--- src/rtl/sat_add_pipe.sv ---
// Two-stage pipelined saturating adder with valid/ready on both sides.
// Stage 1 registers operands and the raw sum; stage 2 clamps and produces flags.
module sat_add_pipe #(
  parameter int WIDTH = 16
) (
  input  logic             clk,
  input  logic             rst_n,
  input  logic             in_valid,
  output logic             in_ready,
  input  logic [WIDTH-1:0] in1,
  input  logic [WIDTH-1:0] in2,
  output logic             out_valid,
  input  logic             out_ready,
  output logic [WIDTH-1:0] out,
  output logic             zr,
  output logic             neg,
  output logic             ov,
  input  logic             clr_sticky,
  output logic             ov_sticky
);

  localparam logic [WIDTH-1:0] MaxPos = {1'b0, {(WIDTH-1){1'b1}}};
  localparam logic [WIDTH-1:0] MaxNeg = {1'b1, {(WIDTH-1){1'b0}}};

  logic             s1_valid_q, s1_valid_d;
  logic [WIDTH-1:0] s1_a_q, s1_a_d;
  logic [WIDTH-1:0] s1_b_q, s1_b_d;
  logic [WIDTH-1:0] s1_sum_q, s1_sum_d;

  logic             s2_valid_q, s2_valid_d;
  logic [WIDTH-1:0] s2_out_q, s2_out_d;
  logic             s2_zr_q, s2_zr_d;
  logic             s2_neg_q, s2_neg_d;
  logic             s2_ov_q, s2_ov_d;

  logic             sticky_q, sticky_d;

  logic             s1_ready;
  logic             s2_ready;
  logic             pos_ov;
  logic             neg_ov;

  // Overflow is only possible when both operands share a sign that the sum lost.
  assign pos_ov = ~s1_a_q[WIDTH-1] & ~s1_b_q[WIDTH-1] &  s1_sum_q[WIDTH-1];
  assign neg_ov =  s1_a_q[WIDTH-1] &  s1_b_q[WIDTH-1] & ~s1_sum_q[WIDTH-1];

  always_comb begin
    s2_ready   = ~s2_valid_q | out_ready;
    s1_ready   = ~s1_valid_q | s2_ready;

    s1_valid_d = s1_valid_q;
    s1_a_d     = s1_a_q;
    s1_b_d     = s1_b_q;
    s1_sum_d   = s1_sum_q;
    s2_valid_d = s2_valid_q;
    s2_out_d   = s2_out_q;
    s2_zr_d    = s2_zr_q;
    s2_neg_d   = s2_neg_q;
    s2_ov_d    = s2_ov_q;
    sticky_d   = sticky_q;

    if (s1_ready) begin
      s1_valid_d = in_valid;
      if (in_valid) begin
        s1_a_d   = in1;
        s1_b_d   = in2;
        s1_sum_d = in1 + in2;
      end
    end

    // Stage-2 data only moves when a real result arrives, so a stalled output never changes.
    if (s2_ready) begin
      s2_valid_d = s1_valid_q;
      if (s1_valid_q) begin
        if (pos_ov) begin
          s2_out_d = MaxPos;
          s2_zr_d  = 1'b0;
          s2_neg_d = 1'b0;
          s2_ov_d  = 1'b1;
        end else if (neg_ov) begin
          s2_out_d = MaxNeg;
          s2_zr_d  = 1'b0;
          s2_neg_d = 1'b1;
          s2_ov_d  = 1'b1;
        end else begin
          s2_out_d = s1_sum_q;
          s2_zr_d  = ~|s1_sum_q;
          s2_neg_d = s1_sum_q[WIDTH-1];
          s2_ov_d  = 1'b0;
        end
      end
    end

    if (s2_valid_q && out_ready && s2_ov_q) begin
      sticky_d = 1'b1;
    end else if (clr_sticky) begin
      sticky_d = 1'b0;
    end
  end

  always_ff @(posedge clk or negedge rst_n) begin
    if (!rst_n) begin
      s1_valid_q <= 1'b0;
      s1_a_q     <= '0;
      s1_b_q     <= '0;
      s1_sum_q   <= '0;
      s2_valid_q <= 1'b0;
      s2_out_q   <= '0;
      s2_zr_q    <= 1'b0;
      s2_neg_q   <= 1'b0;
      s2_ov_q    <= 1'b0;
      sticky_q   <= 1'b0;
    end else begin
      s1_valid_q <= s1_valid_d;
      s1_a_q     <= s1_a_d;
      s1_b_q     <= s1_b_d;
      s1_sum_q   <= s1_sum_d;
      s2_valid_q <= s2_valid_d;
      s2_out_q   <= s2_out_d;
      s2_zr_q    <= s2_zr_d;
      s2_neg_q   <= s2_neg_d;
      s2_ov_q    <= s2_ov_d;
      sticky_q   <= sticky_d;
    end
  end

  assign in_ready  = s1_ready;
  assign out_valid = s2_valid_q;
  assign out       = s2_out_q;
  assign zr        = s2_zr_q;
  assign neg       = s2_neg_q;
  assign ov        = s2_ov_q;
  assign ov_sticky = sticky_q;

endmodule
--- config.mk ---
export PLATFORM = sky130hd
export DESIGN_NAME = sat_add_pipe
export DESIGN_NICKNAME = d
export VERILOG_FILES = /design/src/rtl/sat_add_pipe.sv
export SDC_FILE = /design/constraint.sdc
export NUM_CORES = 1
export LEC_CHECK = 0
export CAP_MARGIN = 10
export CORE_MARGIN = 10
export CORE_UTILIZATION = 25
export CTS_BUF_LIST = sky130_fd_sc_hd__clkbuf_8
export DETAILED_ROUTE_END_ITERATION = 7
export HOLD_SLACK_MARGIN = 0.03
export PLACE_DENSITY = 0.53
export SYNTH_ARGS = -nofsm -noshare
export SYNTH_HDL_FRONTEND = slang
export SYNTH_SLANG_ARGS = --single-unit
--- constraint.sdc ---
create_clock -name clk -period 1.4 [get_ports clk]
set_input_delay 0.21 -clock clk [delete_from_list [all_inputs] [get_ports clk]]
set_output_delay 0.21 -clock clk [all_outputs]
set_load 0.02 [all_outputs]
After elaboration in Yosys (flattened, before gate mapping)
Cells that the tools add are included. W data, S select, Z words.

$add $sub $neg: 1. Muxes and demuxes: 10. Bitwise operators: 11. Reductions and logical operators: 7.

Operator list (number): $mux W16 (2); $add A16 B16 Y16 (1); $reduce_or A16 Y1 (1); $mux W1 (8); $not A1 Y1 (5); $and A1 B1 Y1 (4); $reduce_and A2 Y1 (2); $logic_and A1 B1 Y1 (2); $or A1 B1 Y1 (2); $reduce_bool A2 Y1 (1); $logic_not A1 Y1 (1).

Bits in registers: 70. Input bits: 37. Output and inout port bits: 22. Word-level logic and storage cells: 39.

Logic depth before layout (Yosys ltp)
Word-level depth: 4. Mapped depth: 8. Depth with buffers taken out: 8.

Worst setup path after synthesis
No wires, ideal clock.

Path kind: in2reg. From: input in1[0]. To: register s1_sum_q[12]. Setup time: 0.130 ns. Data arrival time: 1.868 ns. Required time: 1.270 ns. Path slack: -0.598 ns. Stages on the path: 8. Cells stage by stage: ha_1 > fa_1 > a21o_1 > a221oi_2 > o21ai_1 > a21oi_1 > xor2_1 > o21ai_1.

Longest elaborated chain between the ends: 1.

RTL lines: start, declared (line 10) `input logic [WIDTH-1:0] in1,`; $add A16 B16 Y16 (line 67) `s1_sum_d = in1 + in2;`; end signal, assigned (line 117) `s1_sum_q <= s1_sum_d;`; end, declared (line 28) `logic [WIDTH-1:0] s1_sum_q, s1_sum_d;`.

Every way passes these cells. A chain may end at the register's enable or synchronous reset.

Worst setup path after layout
From: input in2[0]. To: register s1_sum_q[12].

Longest elaborated chain between the ends: 1.

RTL lines: start, declared (line 11) `input logic [WIDTH-1:0] in2,`; $add A16 B16 Y16 (line 67).

Every way passes these cells.

==> flow_summary.json <==
{
  "status": "finished with violations",
  "violations": "setup timing",
  "die_w_um": 118,
  "antenna_cells": 0,
  "grt_util_all_layers": 0.0967,
  "cts.sinks": 39,
  "ys.flop_type": "dfrtp_1",
  "criticalPathCategory": "in -> reg",
  "postSynth.asyncResetShare": 1.00,
  "clk_pin_slew_worst_paths_ns": 0.07,
  "dpl.hpwl_um": 5400,
  "drt-total-wl_um": 6990,
  "syn_to_final_growth_pct": 68.5,
  "drive_above_1_share": 0.372,
  "coreArea_mm2": 0.00933,
  "synth.cell_area_mm2": 0.00241,
  "gp_congestion": 0.831,
  "grt_pass1_vias": 2503,
  "post-place-ws_ns": -1.03,
  "yosysWarnings": 0,
  "drt_pass1_iterations": 4,
  "startpoint_type": "primary input",
  "grt_pass1_wl_um": 11600,
  "drv_cap": 0,
  "period_needed_ns": 1.69,
  "pin_count": 59,
  "nets": 468,
  "worst_pin_slew_ns": 0.477,
  "port_buffers": 58,
  "slew_headroom": 0.682,
  "overflow": 0,
  "synth_top_area_frac": 0.405,
  "die_h_um": 118,
  "drt_iter0_markers": 49,
  "rsz0062_at_grt": "yes",
  "placed_area_mm2": 0.00365,
  "nFillCells": 923,
  "final_cell_mix": "74 x nand2_1, 67 x buf_4, 38 x dfrtp_1",
  "fin_skew_ns": 0.00441,
  "r2r_slack_ns": -0.04,
  "syn-num-nets": 342,
  "detail_route.wl_per_cell_um": 12.9,
  "whs_ns": 0.237,
  "dp_cells": 524,
  "synth_edf_count": 0,
  "cp-end-kind": "flop",
  "critical_path_required_ns": 1.58,
  "leakagePower_nw": 1.86,
  "num_rows": 35,
  "path_max_fanout": 4,
  "avgViaCountPerCell": 4.48,
  "clock_path_buffers": 2,
  "antenna_left": 0,
  "final_cells": 543,
  "synth-seq-cells": 39,
  "finalSetupViolations": 11,
  "htree_levels": 2,
  "irDropWorstVdd_mv": 0.408,
  "max_stage_delay_ns": 0.35,
  "yosys.cell_types.count": 43,
  "slowest_stage": "a221oi_4",
  "post-synth-top-area-cell": "dfrtp_1",
  "crit_path_cell_trace": "buf_6 > ha_4 > fa_2 > a21o_1 > a221oi_4 > o21ai_2 > a21oi_2 > xor2_1 > o21ai_1",
  "fin_setup_tns_ns": -2.04,
  "die_area_mm2": 0.0140,
  "synthTopCellsByArea": "dfrtp_1 40%, nand2_1 12%, o21ai_0 9.8%, ha_1 7.8%, xor2_1 2.5%",
  "min_period_over_period": 1.20,
  "vias": 2432,
  "initial_core_util": 0.258,
  "grt_max_degree": 36,
  "clockRootBuffer": "clkbuf_8",
  "drc": 0,
  "antenna_found_initial": 0,
  "setup_ws_ns": -0.286,
  "finish.instance_area_mm2": 0.00406,
  "ys_seq_area_frac": 0.405,
  "layout_commonest_cell": "nand2_1",
  "worstHoldPathType": "in -> reg",
  "avgSynthCellArea_um2": 8.34,
  "numCtsBuffers": 5,
  "crit_buf_inv": 1,
  "cts_tree": "done",
  "critical_path.top_delay_family": "compound AO/OA/AOI/OAI gates",
  "report.final.hold_viol_count": 0,
  "max_freq_mhz": 593,
  "critPathArrivalTime_ns": 1.86,
  "p_per_area_mw_per_mm2": 1040,
  "slew_violations": 0,
  "syn-instance-count": 289,
  "insertion_delay_ns": 0.28
}
## worst register-to-register path, cell delays in order (launching register included)
cell,delay [ns]
dfrtp_1,0.38
or4_4,0.54
a2111oi_4,0.34
a21o_1,0.12
## flip-flops by register name, summed over array words and instances, names as in the netlist
name / count
out_valid: 1
s1_valid_q: 1
s1_b_q: 1
ov_sticky: 1
ov: 1
out: 16
s1_sum_q: 16
zr: 1
s1_a_q: 1
## cells in the mapped netlist (2+ instances only)
master and number:
o21ai_1 2, nand2b_1 4, dfrtp_1 39, nand2_1 80, nor2b_1 2, ha_1 15
o21ai_0 47, nor4_1 3, clkbuf_1 12, a211o_1 2, nor2_1 12, or4_1 2
o31ai_1 3, nand3b_1 2, nand3_1 7, a21o_1 5, a221oi_1 2, xor2_1 7
xnor2_1 3, and2_1 2, a21oi_1 11, inv_1 3, a211oi_1 2, nand4_1 2
nor3_1 2
## final cells by class
cell class | count | area (µm²) | area share
Multi-Input combinational cell | 234 | 1780 | 0.438
Inverter | 3 | 11.3 | 0.00277
Timing Repair Buffer | 132 | 1060 | 0.261
Sequential cell | 39 | 977 | 0.241
Clock inverter | 1 | 3.75 | 0.000924
Tap cell | 129 | 161 | 0.0397
Clock buffer | 5 | 68.8 | 0.0169
## timing repair
item,in CTS,in global routing
hold endpoints to repair,19,0
hold buffers,1,0
resized for setup,119,51
setup endpoints to repair,53,19
setup buffers,6,8
pin swaps,45,36
## per-stage QoR
stage                     total power, mW  utilization
after detailed placement             3.49        0.392
after floorplan                      2.51            -
after global routing                 4.55        0.436
after CTS                            4.19        0.425
after global placement               3.45        0.392
final                                4.22        0.436
## layer usage
layer  vias to the layer above  track usage  wire length [µm]
li1                       1261            -                 -
met4                         0       0.0371               119
met2                        47        0.168              3410
met5                         -            0                 0
met3                         8       0.0248               293
met1                      1116        0.111              3170
## cells by family (layout without fill, tap and decap cells)
| family | after synthesis | after routing | share of synthesized area |
|---|---|---|---|
| AO/OA/AOI/OAI | 84 | 84 | 0.221 |
| XOR/XNOR | 10 | 10 | 0.0363 |
| buffers and inverters | 16 | 141 | 0.0265 |
| flip-flops | 39 | 39 | 0.405 |
| AND/OR/NAND/NOR | 123 | 123 | 0.222 |
| multiplexers | 1 | 1 | 0.00415 |
| adder cells (fa/ha/maj) | 16 | 16 | 0.0861 |
## where the power goes
part           total (mW)  leakage [nW]  switching [mW]  internal, mW
Combinational        1.99          1.33            1.03         0.960
Sequential           1.55         0.483           0.159          1.39
Clock               0.673        0.0413           0.348         0.324
## final timing paths
kind | from | endpoint | cells past startpoint
max | in2[0] | s1_sum_q[12]$_DFFE_PN0P_ | 9
min | in1[0] | s1_sum_q[0]$_DFFE_PN0P_ | 4
max reg2reg | s1_sum_q[14]$_DFFE_PN0P_ | zr$_DFFE_PN0P_ | 3
min reg2reg | out[3]$_DFFE_PN0P_ | out[3]$_DFFE_PN0P_ | 2
max in group asynchronous | rst_n | s1_sum_q[8]$_DFFE_PN0P_ | 3
min in group asynchronous | rst_n | out[4]$_DFFE_PN0P_ | 2
No activity file was read; power rests on OpenSTA's default activity.
